### config.mk
export PLATFORM = sky130hd
export DESIGN_NAME = ex_stage_pipe_flat
export DESIGN_NICKNAME = d
export VERILOG_FILES = /design/src/rtl/ex_stage_pipe_pkg.sv /design/src/rtl/ex_stage_pipe_if.sv /design/src/rtl/ex_stage_pipe_alu_core.sv /design/src/rtl/ex_stage_pipe.sv /design/src/flat_wrapper.sv
export SDC_FILE = /design/constraint.sdc
export NUM_CORES = 1
export LEC_CHECK = 0
export ABC_AREA = 1
export BUFFER_PORTS_ARGS = -buffer_cell sky130_fd_sc_hd__buf_4
export CAP_MARGIN = 20
export CORE_MARGIN = 5
export CORE_UTILIZATION = 57
export DETAILED_ROUTE_END_ITERATION = 12
export PLACE_DENSITY = 0.92
export SYNTH_ARGS = -nofsm -noshare
export SYNTH_HDL_FRONTEND = slang
export SYNTH_HIERARCHICAL = 1
export SYNTH_SLANG_ARGS = --single-unit
export TNS_END_PERCENT = 5
### constraint.sdc
create_clock -name Clock -period 1.12 [get_ports Clock]
set_input_delay 0.336 -clock Clock [delete_from_list [all_inputs] [get_ports Clock]]
set_output_delay 0.336 -clock Clock [all_outputs]
set_load 0.05 [all_outputs]
### src/rtl/ex_stage_pipe_pkg.sv
// Shared opcode encodings, operand-select codes and result flag bundles
// for the two-accumulator execute stage.
package ex_stage_pipe_pkg;

  typedef enum logic [5:0] {
    OP_ADDA  = 6'h01,
    OP_ADDB  = 6'h02,
    OP_ADDCA = 6'h03,
    OP_ADDCB = 6'h04,
    OP_SUBA  = 6'h05,
    OP_SUBCA = 6'h06,
    OP_SUBCB = 6'h07,
    OP_ANDA  = 6'h08,
    OP_ANDB  = 6'h09,
    OP_ANDCA = 6'h0A,
    OP_ANDCB = 6'h0B,
    OP_ORA   = 6'h0C,
    OP_ORB   = 6'h0D,
    OP_ORCA  = 6'h0E,
    OP_ORCB  = 6'h0F,
    OP_ASLA  = 6'h10,
    OP_ASRA  = 6'h11,
    OP_BAEQ  = 6'h12,
    OP_BANE  = 6'h13,
    OP_BAMI  = 6'h14,
    OP_BAPL  = 6'h15,
    OP_BBEQ  = 6'h16,
    OP_BBNE  = 6'h17,
    OP_BBMI  = 6'h18,
    OP_BBPL  = 6'h19
  } opcode_e;

  // x/y operand pairing presented to the ALU
  typedef enum logic [1:0] {
    SRC_AB,
    SRC_AC,
    SRC_BC,
    SRC_B
  } src_e;

  typedef struct packed {
    logic carry;
    logic br_taken;
    logic wb_en;
    logic wb_sel;
    logic illegal;
  } alu_flags_t;

  typedef struct packed {
    logic wb_sel;
    logic wb_en;
    logic zero;
    logic neg;
    logic carry;
    logic br_taken;
    logic illegal;
  } out_flags_t;

  function automatic src_e op_src(
    input logic [5:0] op
  );
    src_e s;
    s = SRC_AB;
    case (op)
      OP_ADDCA, OP_SUBCA,
      OP_ANDCA, OP_ORCA:  s = SRC_AC;
      OP_ADDCB, OP_SUBCB,
      OP_ANDCB, OP_ORCB:  s = SRC_BC;
      OP_BBEQ, OP_BBNE,
      OP_BBMI, OP_BBPL:   s = SRC_B;
      default:            s = SRC_AB;
    endcase
    return s;
  endfunction

  function automatic logic dest_b(
    input logic [5:0] op
  );
    logic d;
    d = 1'b0;
    case (op)
      OP_ADDB, OP_ADDCB,
      OP_SUBCB,
      OP_ANDB, OP_ANDCB,
      OP_ORB,  OP_ORCB:  d = 1'b1;
      default:           d = 1'b0;
    endcase
    return d;
  endfunction

endpackage

### src/rtl/ex_stage_pipe_if.sv
// Decode-to-execute-to-writeback handshake bundle.
// Master is the decode/writeback side, slave is the execute stage.
interface ex_stage_pipe_if #(
  parameter int DATA_W = 8
);
  logic              iValid;
  logic              oReady;
  logic [5:0]        iAluInstSel;
  logic [DATA_W-1:0] iAcumA;
  logic [DATA_W-1:0] iAcumB;
  logic [DATA_W-1:0] iConst;
  logic              oValid;
  logic              iReady;
  logic [DATA_W-1:0] oAluData;
  logic              oWbSel;
  logic              oWbEn;
  logic              oZero;
  logic              oNeg;
  logic              oCarry;
  logic              oBrTaken;
  logic              oIllegal;

  modport master (
    output iValid, iAluInstSel,
    output iAcumA, iAcumB, iConst,
    output iReady,
    input  oReady, oValid, oAluData,
    input  oWbSel, oWbEn, oZero, oNeg,
    input  oCarry, oBrTaken, oIllegal
  );

  modport slave (
    input  iValid, iAluInstSel,
    input  iAcumA, iAcumB, iConst,
    input  iReady,
    output oReady, oValid, oAluData,
    output oWbSel, oWbEn, oZero, oNeg,
    output oCarry, oBrTaken, oIllegal
  );
endinterface

### src/rtl/ex_stage_pipe_alu_core.sv
// Combinational ALU and branch evaluator for the execute stage.
// x is the primary operand (minuend, shifted or tested value).
module alu_core
  import ex_stage_pipe_pkg::*;
#(
  parameter int DATA_W = 8
) (
  input  logic [5:0]        op,
  input  logic [DATA_W-1:0] x,
  input  logic [DATA_W-1:0] y,
  output logic [DATA_W-1:0] res,
  output alu_flags_t        flags
);

  logic [DATA_W:0] sum;

  always_comb begin
    res   = '0;
    flags = '0;
    sum   = '0;
    unique case (op)
      OP_ADDA, OP_ADDB,
      OP_ADDCA, OP_ADDCB: begin
        sum         = {1'b0, x} + {1'b0, y};
        res         = sum[DATA_W-1:0];
        flags.carry = sum[DATA_W];
        flags.wb_en = 1'b1;
      end
      OP_SUBA, OP_SUBCA,
      OP_SUBCB: begin
        // top bit of the widened difference is the borrow
        sum         = {1'b0, x} - {1'b0, y};
        res         = sum[DATA_W-1:0];
        flags.carry = ~sum[DATA_W];
        flags.wb_en = 1'b1;
      end
      OP_ANDA, OP_ANDB,
      OP_ANDCA, OP_ANDCB: begin
        res         = x & y;
        flags.wb_en = 1'b1;
      end
      OP_ORA, OP_ORB,
      OP_ORCA, OP_ORCB: begin
        res         = x | y;
        flags.wb_en = 1'b1;
      end
      OP_ASLA: begin
        res         = {x[DATA_W-2:0], 1'b0};
        flags.carry = x[DATA_W-1];
        flags.wb_en = 1'b1;
      end
      OP_ASRA: begin
        res         = {x[DATA_W-1], x[DATA_W-1:1]};
        flags.carry = x[0];
        flags.wb_en = 1'b1;
      end
      OP_BAEQ, OP_BBEQ: begin
        res            = x;
        flags.br_taken = (x == '0);
      end
      OP_BANE, OP_BBNE: begin
        res            = x;
        flags.br_taken = (x != '0);
      end
      OP_BAMI, OP_BBMI: begin
        res            = x;
        flags.br_taken = x[DATA_W-1];
      end
      OP_BAPL, OP_BBPL: begin
        res            = x;
        flags.br_taken = ~x[DATA_W-1];
      end
      default: begin
        flags.illegal = 1'b1;
      end
    endcase
    flags.wb_sel = dest_b(op);
  end

endmodule

### src/rtl/ex_stage_pipe.sv
// Registered execute stage: operand mux, ALU and a single output
// register under a valid/ready handshake with zero-bubble refill.
module ex_stage_pipe
  import ex_stage_pipe_pkg::*;
#(
  parameter int DATA_W = 8
) (
  input logic          Clock,
  input logic          Reset,
  ex_stage_pipe_if.slave bus
);

  logic              valid_q, valid_d;
  logic [DATA_W-1:0] data_q, data_d;
  out_flags_t        flags_q, flags_d;

  logic              ready;
  logic              accept;
  logic [DATA_W-1:0] op_x, op_y;
  logic [DATA_W-1:0] alu_res;
  alu_flags_t        alu_flags;

  assign ready  = !valid_q || bus.iReady;
  assign accept = bus.iValid && ready;

  always_comb begin
    op_x = bus.iAcumA;
    op_y = bus.iAcumB;
    unique case (op_src(bus.iAluInstSel))
      SRC_AC: op_y = bus.iConst;
      SRC_BC: begin
        op_x = bus.iAcumB;
        op_y = bus.iConst;
      end
      SRC_B:  op_x = bus.iAcumB;
      default: begin
        op_x = bus.iAcumA;
        op_y = bus.iAcumB;
      end
    endcase
  end

  alu_core #(
    .DATA_W (DATA_W)
  ) u_alu (
    .op    (bus.iAluInstSel),
    .x     (op_x),
    .y     (op_y),
    .res   (alu_res),
    .flags (alu_flags)
  );

  always_comb begin
    valid_d = valid_q;
    data_d  = data_q;
    flags_d = flags_q;
    if (accept) begin
      valid_d          = 1'b1;
      data_d           = alu_res;
      flags_d.wb_sel   = alu_flags.wb_sel;
      flags_d.wb_en    = alu_flags.wb_en;
      // illegal results carry no flags even though the data is zero
      flags_d.zero     = (alu_res == '0) && !alu_flags.illegal;
      flags_d.neg      = alu_res[DATA_W-1];
      flags_d.carry    = alu_flags.carry;
      flags_d.br_taken = alu_flags.br_taken;
      flags_d.illegal  = alu_flags.illegal;
    end else if (bus.iReady) begin
      valid_d = 1'b0;
    end
  end

  always_ff @(posedge Clock or posedge Reset) begin
    if (Reset) begin
      valid_q <= 1'b0;
      data_q  <= '0;
      flags_q <= '0;
    end else begin
      valid_q <= valid_d;
      data_q  <= data_d;
      flags_q <= flags_d;
    end
  end

  assign bus.oReady   = ready;
  assign bus.oValid   = valid_q;
  assign bus.oAluData = data_q;
  assign bus.oWbSel   = flags_q.wb_sel;
  assign bus.oWbEn    = flags_q.wb_en;
  assign bus.oZero    = flags_q.zero;
  assign bus.oNeg     = flags_q.neg;
  assign bus.oCarry   = flags_q.carry;
  assign bus.oBrTaken = flags_q.br_taken;
  assign bus.oIllegal = flags_q.illegal;

endmodule

### src/flat_wrapper.sv
// flat-port wrapper written by rule: the top's interface ports become plain ports
module ex_stage_pipe_flat import ex_stage_pipe_pkg::*;
#(
  parameter int DATA_W = 8
)
  (Clock, Reset, bus_iValid, bus_iAluInstSel, bus_iAcumA, bus_iAcumB, bus_iConst, bus_iReady, bus_oReady, bus_oValid, bus_oAluData, bus_oWbSel, bus_oWbEn, bus_oZero, bus_oNeg, bus_oCarry, bus_oBrTaken, bus_oIllegal);
  ex_stage_pipe_if #(.DATA_W(DATA_W)) bus_i ();
  input logic Clock;
  input logic Reset;
  input wire logic [$bits(bus_i.iValid)-1:0] bus_iValid;
  input wire logic [$bits(bus_i.iAluInstSel)-1:0] bus_iAluInstSel;
  input wire logic [$bits(bus_i.iAcumA)-1:0] bus_iAcumA;
  input wire logic [$bits(bus_i.iAcumB)-1:0] bus_iAcumB;
  input wire logic [$bits(bus_i.iConst)-1:0] bus_iConst;
  input wire logic [$bits(bus_i.iReady)-1:0] bus_iReady;
  output wire logic [$bits(bus_i.oReady)-1:0] bus_oReady;
  output wire logic [$bits(bus_i.oValid)-1:0] bus_oValid;
  output wire logic [$bits(bus_i.oAluData)-1:0] bus_oAluData;
  output wire logic [$bits(bus_i.oWbSel)-1:0] bus_oWbSel;
  output wire logic [$bits(bus_i.oWbEn)-1:0] bus_oWbEn;
  output wire logic [$bits(bus_i.oZero)-1:0] bus_oZero;
  output wire logic [$bits(bus_i.oNeg)-1:0] bus_oNeg;
  output wire logic [$bits(bus_i.oCarry)-1:0] bus_oCarry;
  output wire logic [$bits(bus_i.oBrTaken)-1:0] bus_oBrTaken;
  output wire logic [$bits(bus_i.oIllegal)-1:0] bus_oIllegal;
  assign bus_i.iValid = bus_iValid;
  assign bus_i.iAluInstSel = bus_iAluInstSel;
  assign bus_i.iAcumA = bus_iAcumA;
  assign bus_i.iAcumB = bus_iAcumB;
  assign bus_i.iConst = bus_iConst;
  assign bus_i.iReady = bus_iReady;
  assign bus_oReady = bus_i.oReady;
  assign bus_oValid = bus_i.oValid;
  assign bus_oAluData = bus_i.oAluData;
  assign bus_oWbSel = bus_i.oWbSel;
  assign bus_oWbEn = bus_i.oWbEn;
  assign bus_oZero = bus_i.oZero;
  assign bus_oNeg = bus_i.oNeg;
  assign bus_oCarry = bus_i.oCarry;
  assign bus_oBrTaken = bus_i.oBrTaken;
  assign bus_oIllegal = bus_i.oIllegal;
  ex_stage_pipe #(.DATA_W(DATA_W)) u_core (.Clock(Clock), .Reset(Reset), .bus(bus_i));
endmodule
==> impl_metrics.env, run 1 <==
export IMPL_gp_congestion=0.963
export IMPL_ys_seq_area_frac=0.144
export IMPL_cts_buffers=3
export IMPL_grt_max_degree=18
export IMPL_cts_sink_count=15
export IMPL_synthCells=450
export IMPL_status="stopped before the end"
export IMPL_fp_dieW_um=77.5
export IMPL_dieHeight_um=77.5
export IMPL_ys_flop_type="dfrtp_1"
export IMPL_rows=24
export IMPL_synth_nets=515
export IMPL_ys_seq_elements=15
export IMPL_async_flop_share=1.00
export IMPL_cts_root_buf="clkbuf_8"
export IMPL_io_pins=51
export IMPL_yosysUniqueCellTypes=29
export IMPL_yosys_warnings=6
export IMPL_syn_area_sq_um=2600
export IMPL_synth_top_area_frac=0.214
export IMPL_haltStage="5_1_grt"
export IMPL_synth_avg_cell_area_sq_um=5.78
export IMPL_grt_usage=0.872
export IMPL_yosysTopAreaCell="nand2_1"
export IMPL_numPlacedInstances=632
export IMPL_first_error="[ERROR GRT-0232] Routing congestion too high. Check the congestion heatmap in the GUI."
export IMPL_htreeDepth=1
export IMPL_worst_ep_kind="sequential cell input"
export IMPL_cts_hold_buf=0
export IMPL_netlist_top_cells_area="nand2_1, dfrtp_1, ha_1, nand3_1, inv_1"
export IMPL_port_buffers=50
export IMPL_grt_overflow_total=411
export IMPL_dp_slack_ns=-2.21
export IMPL_worstEndpointGrtRepair="u_core/bus.oZero$_DFFE_PP0P_/D"
export IMPL_synth_edf_count=0
export IMPL_clockBufferDepth=2
export IMPL_start_util=0.593
export IMPL_hpwl_um=8220
export IMPL_placed_cell_area_sq_um=3830
## synthesized netlist by cell type (2+ instances only)
| cell | number |
|---|---|
| o21ai_0 | 27 |
| nor2_4 | 2 |
| nand4_1 | 12 |
| nand3_1 | 61 |
| fa_1 | 2 |
| dfrtp_1 | 15 |
| buf_2 | 4 |
| nand2_1 | 148 |
| nand2_4 | 2 |
| nor2_1 | 38 |
| ha_1 | 29 |
| nor2_2 | 4 |
| o22ai_1 | 2 |
| buf_4 | 5 |
| and2_1 | 2 |
| inv_1 | 68 |
| nor3_1 | 3 |
| a21oi_1 | 10 |
| buf_6 | 4 |
| or2_2 | 3 |
## timing repair
item | in CTS
endpoints found under the setup margin | 31
resized for setup | 70
setup buffers | 4
pin swaps | 18
## cells by family after synthesis
group,synth area share
adder cells (fa/ha/maj),0.155
AND/OR/NAND/NOR,0.470
flip-flops,0.144
AO/OA/AOI/OAI,0.0929
buffers and inverters,0.138
## stage by stage
step,setup TNS [ns],utilization
4_1_cts,-20.10,0.952
3_5_place_dp,-24.71,0.874
3_3_place_gp,-22.55,0.874
2_1_floorplan,-17.02,-
## per-layer routing
| metal | global-route usage | overflow |
|---|---|---|
| met3 | 0.617 | 3 |
| met1 | 0.786 | 2 |
| met2 | 1.16 | 293 |
| met5 | 0.133 | 0 |
| met4 | 1.01 | 113 |
==> run 2: changes to the inputs <==
--- a/config.mk
+++ b/config.mk
@@ -9,9 +9,9 @@
 export BUFFER_PORTS_ARGS = -buffer_cell sky130_fd_sc_hd__buf_4
 export CAP_MARGIN = 20
 export CORE_MARGIN = 5
-export CORE_UTILIZATION = 57
+export CORE_UTILIZATION = 40
 export DETAILED_ROUTE_END_ITERATION = 12
-export PLACE_DENSITY = 0.92
+export PLACE_DENSITY_LB_ADDON = 0.15
 export SYNTH_ARGS = -nofsm -noshare
 export SYNTH_HDL_FRONTEND = slang
 export SYNTH_HIERARCHICAL = 1
==> run 2 against run 1 <==
Effect of this change: the flow now finishes, with violations (setup timing); area after synthesis is the same; synthesized cell count is the same.
==> impl_metrics.env, run 2 <==
export IMPL_status="finished, violations left"
export IMPL_failed_checks="setup timing"
export IMPL_fmax_mhz=343
export IMPL_synth_compound_area_share=0.0929
export IMPL_grt_usage=0.215
export IMPL_power_density_nw_per_um2=982
export IMPL_yosysUniqueCellTypes=29
export IMPL_cts_hold_buf=0
export IMPL_viasPerCell=5.00
export IMPL_p_leak_nw=2.37
export IMPL_crit_type="in2reg"
export IMPL_synth_nets=515
export IMPL_final_cell_area_sq_um=4400
export IMPL_clk_pin_slew_worst_paths_ns=0.06
export IMPL_final_antenna_net_count=0
export IMPL_mostFrequentLayoutCells="nand2_1, buf_4, inv_1"
export IMPL_synthMuxAreaShare=0
export IMPL_final_common_cell="nand2_1"
export IMPL_syn_area_sq_um=2600
export IMPL_synth_top_area_frac=0.214
export IMPL_fin_crit_ns=2.92
export IMPL_synth_simple_gate_area_frac=0.470
export IMPL_synthToLayoutAreaGrowth_pct=69.3
export IMPL_rsz0062_at_grt="true"
export IMPL_drv_cap=0
export IMPL_async_flop_share=1.00
export IMPL_maxSlewViolCount=0
export IMPL_hpwl_um=6940
export IMPL_start_util=0.409
export IMPL_io_pins=51
export IMPL_ys_seq_area_frac=0.144
export IMPL_end_kind="flip-flop"
export IMPL_largest_reg_flops=8
export IMPL_synth_avg_cell_area_sq_um=5.78
export IMPL_ys_seq_elements=15
export IMPL_port_buffers=50
export IMPL_synth_edf_count=0
export IMPL_cts_buffers=3
export IMPL_worstMarginPinSlew_ns=0.339
export IMPL_holdWs_ns=0.103
export IMPL_htreeDepth=1
export IMPL_synth_commonest_cells="nand2_1, inv_1, nand3_1"
export IMPL_dieHeight_um=90.6
export IMPL_drc=0
export IMPL_synth_top_family_by_area="simple AND/OR/NAND/NOR gates"
export IMPL_cts_root_buf="clkbuf_8"
export IMPL_final_nets=663
export IMPL_cp_arrival_ns=3.05
export IMPL_fillers=545
export IMPL_hold_viol=0
export IMPL_crit_path_max_fanout=6
export IMPL_gp_congestion=0.928
export IMPL_crit_start="bus_iAluInstSel[0]"
export IMPL_yosys_warnings=6
export IMPL_worstSkewPairLatency_ns=0.24
export IMPL_vias=3371
export IMPL_cp_required_ns=1.25
export IMPL_drtIter0Drc=136
export IMPL_skew_ns=0.000367
export IMPL_grt_max_degree=18
export IMPL_setup_violations=30
export IMPL_dieArea_sq_um=8210
export IMPL_hp_class="in2async"
export IMPL_antenna_cells=0
export IMPL_grt_pass1_vias=3367
export IMPL_slew_limit_headroom=0.773
export IMPL_yosysTopAreaCell="nand2_1"
export IMPL_fin_crit_sh=2.61
export IMPL_wirelength_um=8970
export IMPL_core_area_sq_um=6350
export IMPL_ir_drop_mv=1.13
export IMPL_ys_flop_type="dfrtp_1"
export IMPL_synthCells=450
export IMPL_placed_cell_area_sq_um=3890
export IMPL_grt_first_pass_wirelength_um=14900
export IMPL_drt_pass1_iter_count=5
export IMPL_yosysMostFrequentCell="nand2_1"
export IMPL_setup_tns_ns=-19.21
export IMPL_cts_sink_count=15
export IMPL_cts_tree="done"
export IMPL_timing_rr_start="u_core/bus.oValid"
export IMPL_crit_path_start_kind="input port"
export IMPL_rows=29
export IMPL_drive_gt1_frac=0.427
export IMPL_netlist_top_cells_area="nand2_1, dfrtp_1, ha_1, nand3_1, inv_1"
export IMPL_fp_dieW_um=90.6
export IMPL_grt_antenna_before_repair=0
export IMPL_yosys_area_share_adder=0.155
export IMPL_grt_overflow_total=0
export IMPL_clockBufferDepth=2
export IMPL_wl_per_cell_um=13.3
export IMPL_setup_ws_ns=-1.80
export IMPL_synth_xor_area_frac=0
-- run 2: stage by stage --
step / power [mW] / setup WS [ns] / instances / util
final: 4.32 / -1.80 / 674 / 0.693
after global routing: 4.66 / -1.98 / 674 / 0.693
after CTS: 4.13 / -1.78 / 666 / 0.665
after detailed placement: 3.42 / -2.28 / 658 / 0.613
after global placement: 3.38 / -2.23 / 658 / 0.613
after floorplan: 2.34 / -1.71 / 450 / -
-- run 2: repair_timing --
item,in CTS,in global routing
endpoints found under the hold margin,0,0
gates cloned,1,0
pin swaps,23,22
buffers inserted,3,8
gates resized for setup,63,41
endpoints found under the setup margin,31,31
-- run 2: area by class of cell --
type	instances	area [sq um]	share of cell area
flip-flops and latches	15	375	0.0853
clock buffers	4	45.0	0.0102
inverters	68	265	0.0603
multi-input cells	355	2300	0.522
repair buffers	155	1320	0.300
well taps	77	96.3	0.0219
-- run 2: worst paths after layout --
check / endpoint / slack (ns) / depth (start not counted)
worst max register to register: u_core/bus.oAluData[5] / 0.15 / 4
worst min-delay path: u_core/bus.oAluData[3] / 0.10 / 3
worst min register to register: u_core/bus.oAluData[3] / 0.50 / 2
min in group Clock: u_core/bus.oAluData[2] / 0.42 / 3
worst max-delay path: u_core/bus.oAluData[6] / -1.80 / 23
max in group asynchronous: u_core/bus.oAluData[6] / 0.85 / 3
-- run 2: cell families after synthesis --
kind of cell    Yosys count
compound gates           45
fa+ha+maj                31
buf+inv                  81
flops                    15
simple gates            278
-- run 2: power by group --
part / leakage (nW) / total, mW / internal, mW / switching, mW
Clock: 0.0228 / 0.420 / 0.251 / 0.169
Sequential: 0.196 / 0.687 / 0.623 / 0.0646
Combinational: 2.15 / 3.22 / 1.47 / 1.75
-- run 2: metal layers --
layer | up-vias | global-route usage | share of wire
met5 | - | 0 | 0
met3 | 22 | 0.0225 | 0.052
met4 | 0 | 0.0819 | 0.031
met2 | 111 | 0.386 | 0.51
met1 | 1509 | 0.260 | 0.41
li1 | 1729 | - | -
-- run 2: critical path: stages --
cell and delay (ns):
buf_12 0.11, ha_4 0.16, nand2_2 0.05, nand2_2 0.07
a21oi_4 0.15, nor2_4 0.06, ha_4 0.18, nor2_4 0.25
buf_12 0.15, o21ai_4 0.06, inv_2 0.08, ha_4 0.13
inv_4 0.03, fa_2 0.34, buf_6 0.14, nand3_4 0.07
nand4_1 0.09, nand3_1 0.11, nand3_2 0.08, buf_4 0.14
buf_4 0.12, nand3_1 0.07, nand2_1 0.05
Note: power is estimated with default switching activity, not from simulation.
==> run 3: changes to the inputs <==
--- a/config.mk
+++ b/config.mk
@@ -8,7 +8,6 @@
 export ABC_AREA = 1
 export BUFFER_PORTS_ARGS = -buffer_cell sky130_fd_sc_hd__buf_4
 export CAP_MARGIN = 20
-export CORE_MARGIN = 5
 export CORE_UTILIZATION = 40
 export DETAILED_ROUTE_END_ITERATION = 12
 export PLACE_DENSITY_LB_ADDON = 0.15
==> run 3 against run 2 <==
Effect of this change: the run still ends with setup timing left; cell count is 1.6% lower; wire length down 5.1%; clock skew rose by 0.0016 ns; first-iteration DRC count is 2.9% lower; register-to-register slack is essentially flat; non-clock buffer count decreased by 10; combinational power shrank 4%; highest routed layer unchanged.
==> impl_metrics.env, run 3 (synthesis gave the netlist of run 2 again) <==
export IMPL_end_kind="flip-flop"
export IMPL_busiest_layer="met2"
export IMPL_rows=29
export IMPL_timing_rr_start="u_core/bus.oValid"
export IMPL_crit_path_start_kind="input port"
export IMPL_grt_antenna_before_repair=0
export IMPL_wirelength_um=8510
export IMPL_post_route_util=0.683
export IMPL_grt_max_degree=16
export IMPL_endpoint="u_core/bus.oZero"
export IMPL_use_met2=0.483
export IMPL_numPlacedInstances=654
export IMPL_maxSlewViolCount=0
export IMPL_cp_arrival_ns=3.05
export IMPL_port_buffers=50
export IMPL_setup_ws_ns=-1.75
export IMPL_clockBufferDepth=2
export IMPL_final_common_cell="nand2_1"
export IMPL_use_met3=0.0176
export IMPL_grtUsageMet1=0.296
export IMPL_core_area_sq_um=6310
export IMPL_cp_cell_sequence="buf_12, ha_4, nand2_2, nand2_2, a21oi_4, nor2_4, ha_4, nor2_4, buf_6, o21ai_4, inv_2, ha_4, inv_4, fa_2, or2_4, nand3_2, nand3_2, nor2_2, nand3_2, nor2_1, nand2_1, nor2_1, nand2_1, nand2_1"
export IMPL_worstSkewPairLatency_ns=0.24
export IMPL_hold_viol=0
export IMPL_crit_start="bus_iAluInstSel[1]"
export IMPL_cts_tree="done"
export IMPL_final_nets=652
export IMPL_setup_violations=24
export IMPL_antenna_cells=0
export IMPL_final_antenna_net_count=0
export IMPL_power_density_nw_per_um2=972
export IMPL_htreeDepth=1
export IMPL_grt_pass1_vias=3231
export IMPL_drive_gt1_frac=0.416
export IMPL_instances_no_fill=663
export IMPL_skew_ns=0.00193
export IMPL_r2r_end="u_core/bus.oAluData[2]"
export IMPL_grt_usage=0.257
export IMPL_grt_first_pass_wirelength_um=13600
export IMPL_drtIter0Drc=132
export IMPL_largest_reg_flops=8
export IMPL_grt_overflow_total=0
export IMPL_setup_tns_ns=-18.33
export IMPL_worstMarginPinSlew_ns=0.387
export IMPL_dieHeight_um=82.6
export IMPL_drv_cap=0
export IMPL_cts_root_buf="clkbuf_8"
export IMPL_cts_hold_buf=0
export IMPL_slowest_stage="fa_2"
export IMPL_max_stage_delay_ns=0.41
export IMPL_dieArea_sq_um=6830
export IMPL_final_cell_area_sq_um=4310
export IMPL_start_util=0.412
export IMPL_crit_cells=24
export IMPL_cp_required_ns=1.30
export IMPL_failed_checks="setup timing"
export IMPL_placed_cell_area_sq_um=3850
export IMPL_cts_buffers=3
export IMPL_hpwl_um=6790
export IMPL_crit_buf_inv=4
export IMPL_vias=3354
export IMPL_hp_class="in2async"
export IMPL_drc=0
export IMPL_ir_drop_mv=0.889
export IMPL_gp_congestion=0.902
export IMPL_r2r_cells=5
export IMPL_clk_pin_slew_worst_paths_ns=0.06
export IMPL_timing_critical_path_max_delay_family="simple AND/OR/NAND/NOR gates"
export IMPL_holdWs_ns=0.0913
export IMPL_fmax_mhz=349
export IMPL_drt_pass1_iter_count=5
export IMPL_p_leak_nw=2.34
export IMPL_synthToLayoutAreaGrowth_pct=65.9
export IMPL_rrSetupSlack_ns=0.14
export IMPL_cts_sink_count=15
export IMPL_wl_per_cell_um=12.8
export IMPL_io_pins=51
export IMPL_crit_type="in2reg"
export IMPL_slew_limit_headroom=0.742
export IMPL_viasPerCell=5.06
export IMPL_crit_path_max_fanout=6
export IMPL_fin_crit_sh=2.56
export IMPL_status="finished, violations left"
export IMPL_mostFrequentLayoutCells="nand2_1, buf_4, inv_1"
export IMPL_rsz0062_at_grt="true"
export IMPL_fp_dieW_um=82.6
export IMPL_fin_crit_ns=2.87
[run 3: layout make-up]
cell class                 instances  area [sq um]
multi-input combinational        354          2290
clock buffer                       4          45.0
timing repair buffer             145          1240
inverter                          68           268
fill                             565          2000
sequential                        15           375
tap                               77          96.3
[run 3: worst register-to-register path, delay by kind of cell, from the launching register on]
family	cells	cell delay, ns
flip-flops	1	0.41
buffers and inverters	1	0.15
AND/OR/NAND/NOR	4	0.31
[run 3: what timing repair did]
action                                  in CTS  in global routing
gates cloned                                 0                  0
endpoints found under the setup margin      31                 31
setup buffers                                3                  2
pin swaps                                   15                 21
resized for setup                           62                 45
[run 3: power by group]
part	total, mW	switching (mW)	internal (mW)
logic	3.09	1.70	1.39
registers	0.686	0.0630	0.623
clock network	0.419	0.168	0.251
[run 3: how the worst min path moves through the flow]
stage / end / cells past startpoint
5_1_grt: u_core/bus.oValid / 3
3_3_place_gp: u_core/bus.oValid / 3
2_1_floorplan: u_core/bus.oAluData[0] / 1
6_report: u_core/bus.oValid / 3
3_5_place_dp: u_core/bus.oAluData[6] / 3
4_1_cts: u_core/bus.oAluData[6] / 3
[run 3: through the flow]
| step | worst slack, ns | power (mW) |
|---|---|---|
| after global routing | -1.90 | 4.51 |
| final | -1.75 | 4.19 |
| after detailed placement | -2.18 | 3.39 |
| after global placement | -2.08 | 3.33 |
| after floorplan | -1.71 | 2.34 |
| after CTS | -1.79 | 4.04 |
[run 3: routing by layer]
layer / vias up / routed length, um
met4: 0 / 312
li1: 1708 / -
met1: 1501 / 3550
met3: 30 / 375
met5: - / 0
met2: 115 / 4270
